[config.mk]
export PLATFORM = sky130hd
export DESIGN_NAME = gpcfg_ahb_if
export DESIGN_NICKNAME = d
export VERILOG_FILES = /design/src/rtl/gpcfg_ahb_if.sv
export SDC_FILE = /design/constraint.sdc
export NUM_CORES = 1
export LEC_CHECK = 0
export CAP_MARGIN = 20
export CORE_MARGIN = 10
export CORE_UTILIZATION = 37
export CTS_CLUSTER_SIZE = 16
export DETAILED_ROUTE_END_ITERATION = 10
export PLACE_DENSITY = 0.95
export SETUP_SLACK_MARGIN = 0.1
export SLEW_MARGIN = 10
export SYNTH_ARGS = -nofsm -noshare
export SYNTH_HDL_FRONTEND = slang
export SYNTH_SLANG_ARGS = --single-unit
[constraint.sdc]
create_clock -name hclk -period 3.8 [get_ports hclk]
set_input_delay 0.95 -clock hclk [delete_from_list [all_inputs] [get_ports hclk]]
set_output_delay 0.95 -clock hclk [all_outputs]
set_load 0.03 [all_outputs]
[src/rtl/gpcfg_ahb_if.sv]
`default_nettype none
//==============================================================================
// Module      : gpcfg_ahb_if
// Description : AHB-Lite slave front-end for the general-purpose config bank.
//               Turns address/data phases into write/read-select strobes and
//               returns OR-combined slice read data with one wait state.
// Revision    : 1.0 - initial release
//==============================================================================
module gpcfg_ahb_if #(
   parameter logic [31:0] ADDR_MASK       = 32'h0000_FFFF,
   parameter bit          ERR_ON_MISALIGN = 1'b1
) (
   input  logic        hclk,
   input  logic        hreset,
   input  logic        hsel,
   input  logic [31:0] haddr,
   input  logic [1:0]  htrans,
   input  logic        hwrite,
   input  logic [2:0]  hsize,
   input  logic [31:0] hwdata,
   input  logic        hready,
   output logic        hreadyout,
   output logic        hresp,
   output logic [31:0] hrdata,
   output logic        wr_en,
   output logic [3:0]  byte_en,
   output logic [31:0] wr_addr,
   output logic [31:0] wdata,
   output logic        rd_en,
   output logic [31:0] rd_addr,
   input  logic [31:0] rdata_in
);

   localparam logic [2:0] c_st_idle = 3'd0;
   localparam logic [2:0] c_st_wr   = 3'd1;
   localparam logic [2:0] c_st_rd1  = 3'd2;
   localparam logic [2:0] c_st_rd2  = 3'd3;
   localparam logic [2:0] c_st_err1 = 3'd4;
   localparam logic [2:0] c_st_err2 = 3'd5;

   logic [2:0]  r_state;
   logic [2:0]  w_state_nxt;
   logic [1:0]  r_size;
   logic [31:0] r_wr_addr;
   logic [31:0] r_rd_addr;
   logic [31:0] r_hrdata;
   logic        w_can_accept;
   logic        w_accept;
   logic        w_misalign;
   logic        w_illegal;
   logic [31:0] w_addr_in;
   logic [3:0]  w_byte_en;
   logic        w_unused;

   assign w_unused = htrans[0];

   // A new address phase is only taken in cycles where this slave drives hreadyout high
   assign w_can_accept = (r_state == c_st_idle) | (r_state == c_st_wr) |
                         (r_state == c_st_rd2)  | (r_state == c_st_err2);
   assign w_accept     = w_can_accept & hsel & hready & htrans[1];

   assign w_misalign = ((hsize == 3'd1) & haddr[0]) |
                       ((hsize == 3'd2) & (haddr[1:0] != 2'b00));
   assign w_illegal  = (hsize > 3'd2) | (ERR_ON_MISALIGN & w_misalign);
   assign w_addr_in  = (w_misalign ? {haddr[31:2], 2'b00} : haddr) & ADDR_MASK;

   always_comb begin
      w_state_nxt = r_state;
      case (r_state)
         c_st_rd1:  w_state_nxt = c_st_rd2;
         c_st_err1: w_state_nxt = c_st_err2;
         default: begin
            if (w_accept) begin
               if (w_illegal)   w_state_nxt = c_st_err1;
               else if (hwrite) w_state_nxt = c_st_wr;
               else             w_state_nxt = c_st_rd1;
            end else begin
               w_state_nxt = c_st_idle;
            end
         end
      endcase
   end

   always_ff @(posedge hclk) begin
      if (hreset) begin
         r_state   <= c_st_idle;
         r_size    <= 2'd0;
         r_wr_addr <= 32'h0;
         r_rd_addr <= 32'h0;
         r_hrdata  <= 32'h0;
      end else begin
         r_state <= w_state_nxt;
         // Separate address registers let each bus hold its last value while idle
         if (w_accept & ~w_illegal) begin
            r_size <= hsize[1:0];
            if (hwrite) r_wr_addr <= w_addr_in;
            else        r_rd_addr <= w_addr_in;
         end
         if (r_state == c_st_rd1) r_hrdata <= rdata_in;
      end
   end

   always_comb begin
      w_byte_en = 4'b0000;
      if (r_state == c_st_wr) begin
         case (r_size)
            2'd0:    w_byte_en = 4'b0001 << r_wr_addr[1:0];
            2'd1:    w_byte_en = 4'b0011 << {r_wr_addr[1], 1'b0};
            default: w_byte_en = 4'b1111;
         endcase
      end
   end

   assign hreadyout = ~((r_state == c_st_rd1) | (r_state == c_st_err1));
   assign hresp     = (r_state == c_st_err1) | (r_state == c_st_err2);
   assign hrdata    = r_hrdata;
   assign wr_en     = (r_state == c_st_wr);
   assign byte_en   = w_byte_en;
   assign wr_addr   = r_wr_addr;
   assign wdata     = hwdata;
   assign rd_en     = (r_state == c_st_rd1);
   assign rd_addr   = r_rd_addr;

endmodule
`default_nettype wire

# Word level (Yosys, flattened, before mapping)
# Index checks and enable logic that the tools add are counted.
[totals]
wordCells = 44
input_bits = 106
reg_bits = 69
[classes]
mux = 7
shift = 2
bitwise = 16
eq_ne = 8
order_cmp = 1
reduce_logical = 5
[ops]
columns = ["cell", "count"]
rows = [
  ["$eq 3x2->1 const B", 3],
  ["$pmux 4 s2", 1],
  ["$or 1x1->1", 7],
  ["$and 1x1->1", 6],
  ["$eq 3x1->1 const B", 2],
  ["$eq 3x3->1 const B", 2],
  ["$mux 3", 2],
  ["$pmux 3 s2", 1],
  ["$mux 2", 2],
  ["$mux 4", 1],
  ["$reduce_and 2->1", 2],
  ["$shl 1x2->4 const A", 1],
  ["$shl 2x2->4 const A", 1],
  ["$gt 3x2->1 const B", 1],
  ["$logic_not 3->1", 1],
  ["$not 1->1", 3],
  ["$eq 2x1->1 const B", 1],
  ["$logic_not 2->1", 1],
  ["$reduce_bool 2->1", 1],
]

# Depth between registers and ports, before layout
[logic_depth]
depth_word = 9
depth_mapped = 7
mapped_depth_nobuf = 5

# Worst setup path after synthesis
# No wires, ideal clock.
[synth_timing]
path_kind = "input-to-reg"
start = "input port hsize[0]"
end = "register r_wr_addr[10], in the netlist wr_addr[10]"
setup_slack_ns = 1.602
arrival_ns = 2.066
path_stages = 5
t_required_ns = 3.668
path_buffers = 1
setup_ns = 0.132
cell_sequence = "or4_4 > a21bo_2 > clkbuf_2 > o21ai_0 > a21oi_1"
[synth_via]
elab_chain_cells = 7
elab_cells_between_ends = 10
classes_between = "order compare (1); eq/ne (2); bitwise (6); reduce/logical (1)"
[synth_rtl]
columns = ["element", "line_no", "text"]
rows = [
  ["from (decl)", "19", "input logic [2:0] hsize,"],
  ["$eq 3x1->1 or $eq 3x2->1 (tied branches)", "62, 63", ""],
  ["$and 1x1->1, on equally long branches", "62, 63", ""],
  ["$or 1x1->1", "62", "assign w_misalign = ((hsize == 3'd1) & haddr[0]) |"],
  ["$or 1x1->1 (*)", "64", "assign w_illegal = (hsize > 3'd2) | (ERR_ON_MISALIGN & w_misalign);"],
  ["$not 1->1 (*)", "94", "if (w_accept & ~w_illegal) begin"],
  ["$and 1x1->1 (*)", "94", ""],
  ["$reduce_and 2->1 (no line) (*)", "-", ""],
  ["to (signal assigned)", "96", "if (hwrite) r_wr_addr <= w_addr_in;"],
  ["to (decl)", "44", "logic [31:0] r_wr_addr;"],
]
# Mark *: on every way between the ends. The rest lies on a longest branch, timed or not.
# A chain may end at the register's enable or synchronous reset.

# Worst setup path in the final report
[layout_timing]
start = "register r_state[2]"
end = "output port rd_en"
[layout_via]
elab_chain_cells = 1
[layout_rtl]
columns = ["element", "line_no", "text"]
rows = [
  ["from (decl)", "41", "logic [2:0] r_state;"],
  ["from (signal assigned)", "86", "r_state <= c_st_idle;"],
  ["from (signal assigned)", "92", "r_state <= w_state_nxt;"],
  ["$eq 3x2->1", "121", "assign rd_en = (r_state == c_st_rd1);"],
  ["to (decl)", "29", "output logic rd_en,"],
]
# No other way between the ends.

==> results.cfg <==
[outcome]
status = finished clean

[floorplanning]
coreArea_mm2 = 0.00872
initial_core_util_pct = 38.0
rows = 34
pin_count = 242
die_area_mm2 = 0.0131
fp.dieW_um = 115
die_h_um = 115

[global_route]
grt_start_max_net_pins = 58
grt_pass1_wl_mm = 14.9
gr-total-overflow = 0
antenna_found_initial = 0
grt_pass1_vias = 2897
grtUsageTotal_pct = 14.0

[route]
wl_per_cell_um = 16.5
vias_per_cell = 4.82
vias = 2863
drt-pass1-iter-count = 4
wl_mm = 9.82
drc = 0
antenna_left = 0
drt_iter0_drc = 83

[synth]
synth_cell_types = 36
synth_edf_count = 0
ys_ff_latch = 69
netlist_area_mm2 = 0.00332
synth_cells = 396
ys_seq_area_share_pct = 41.7
syn_area_per_cell_um2 = 8.37
synthArstFlopShare_pct = 0
synthFlopType = dfxtp_1
yosys_warnings = 0

[worst_setup_path]
path_class = flip-flop to output pin
cp_data_arrival_time_ns = 2.32
cp-startpoint = r_state[2]
r2r_start = r_state[0]
cp-start-kind = flip-flop
crit_required_ns = 2.85
path_max_fanout = 33
worst_setup_path_end_kind = output pin

[placed_design]
place_congestion = 0.772
dp_hpwl_mm = 7.57
numPortBuffers = 128
post-place-ws_ns = 0.782
placed_area_mm2 = 0.00427
dp.cells = 578

[sta]
min_period_over_period_pct = 86.1
report.final.slew_viol_count = 0
whs_ns = 0.457
fin_setup_tns_ns = 0
tightest_slew_ns = 0.907
hold_viol = 0
clock.fmax_ghz = 0.306
skew_ns = 0.00656
rsz0062_at_grt = false
min_period_ns = 3.27
fin_ws_ns = 0.530
setup_viol = 0
slew_headroom_pct = 39.5

[min_path]
holdCritStartpoint = hrdata[25]
hold_path.class = flip-flop to flip-flop

[power]
combPwrFrac_pct = 12.5
intPower_mw = 1.19
switching_share_pct = 26.6
pwr-share-seq_pct = 45.3
pwr-share-clk_pct = 42.2
p_sw_mw = 0.430
ir_drop_mv = 0.229
powerDensity_mw_per_mm2 = 360
leakage_nw = 1.66

[layout]
nets = 587
drive_gt1_share_pct = 6.38
final_common_cell = clkdlybuf4s50_1
synthToLayoutAreaGrowth_pct = 35.4
final_cell_mix = clkdlybuf4s50_1, dfxtp_1, nand2_1, a21oi_1, nand2b_1
fill_cells = 795
post-route-cell-area_mm2 = 0.00449
n_antenna_cell = 0
fin_cells = 594

[clocking]
numCtsBuffers = 9
cts.sinks = 69
cts_resized = 0
clk_path_buf_depth = 2
clk_latency_ns = 0.33
cts_max_level = 3
clk_root_buffer_cell = clkbuf_8
path_clk_slew_ns = 0.08
tritoncts = done
hold_buffers = 0
cts_setup_buffers = 0

[flow_run]
cap_violations = 0
==> layout make-up <==
class,count,area [µm²],area share (%)
timing repair buffer,133,1310,29.3
multi-input combinational,263,1420,31.6
clock buffer,9,124,2.76
sequential,69,1380,30.8
inverter,5,18.8,0.418
clock inverter,7,97.6,2.17
tap,108,135,3.01
==> synth_stat cells (2+ instances only) <==
| master | count | area share (%) |
|---|---|---|
| nor2b_1 | 4 | 0.75 |
| clkbuf_1 | 16 | 1.8 |
| buf_2 | 5 | 0.75 |
| inv_1 | 4 | 0.45 |
| dfxtp_1 | 69 | 42 |
| o21ai_1 | 2 | 0.30 |
| nand4_1 | 14 | 2.6 |
| nor2_1 | 3 | 0.34 |
| nand2b_1 | 33 | 6.2 |
| nand2_1 | 67 | 7.6 |
| mux2i_1 | 16 | 4.8 |
| o21ai_0 | 19 | 2.9 |
| nand4b_1 | 2 | 0.53 |
| o31ai_1 | 2 | 0.45 |
| a21oi_1 | 53 | 8.0 |
| buf_4 | 65 | 15 |
| buf_6 | 3 | 1.0 |
==> metrics by stage <==
stage / utilization, % / total power [mW]
2_1_floorplan: - / 0.949
3_3_place_gp: 49.0 / 0.945
3_5_place_dp: 49.0 / 0.950
4_1_cts: 51.5 / 1.63
5_1_grt: 51.5 / 1.68
6_report: 51.5 / 1.62
==> path summary, 6_finish.rpt <==
kind                      to  slack, ns  cells after the start
setup reg to reg  rd_addr[2]       1.87                      5
setup / recovery       rd_en       0.53                      4
hold / removal    hrdata[25]       0.46                      2
hold reg to reg   hrdata[25]       0.46                      2
==> logic make-up after synthesis <==
logic type / count (synthesis) / synth area share [%]
buf+inv: 95 / 19.0
xor+xnor: 1 / 0.264
mux: 17 / 5.17
flops: 69 / 41.7
simple gates: 129 / 19.8
compound gates: 84 / 13.9
other cells: 1 / 0.113
==> metal layers <==
layer,part of all wire [%],track usage [%],routed length (µm)
met1,37,14.7,3600
met3,11,6.18,1070
met4,1.8,6.18,176
met2,51,23.7,4980
met5,0,0,0
==> registers in the layout, summed over array words and instances, names as in the netlist <==
| name | cells |
|---|---|
| r_state | 3 |
| hrdata | 32 |
| r_size | 2 |
| rd_addr | 16 |
| wr_addr | 16 |
==> power groups by stage <==
| stage | Combinational (mW) | Sequential, mW | Clock (mW) |
|---|---|---|---|
| after floorplan | 0.189 | 0.759 | 0 |
| after global placement | 0.196 | 0.749 | 0 |
| after detailed placement | 0.200 | 0.750 | 0 |
| after CTS | 0.200 | 0.733 | 0.702 |
| after global routing | 0.214 | 0.734 | 0.735 |
| final | 0.202 | 0.733 | 0.682 |
==> critical path, stage by stage (launching register included) <==
cell and delay (ns):
dfxtp_1 0.33, nand2b_1 0.16, or2_2 0.30, inv_2 0.39, clkdlybuf4s50_1 0.79
(Power assumes the default switching activity.)
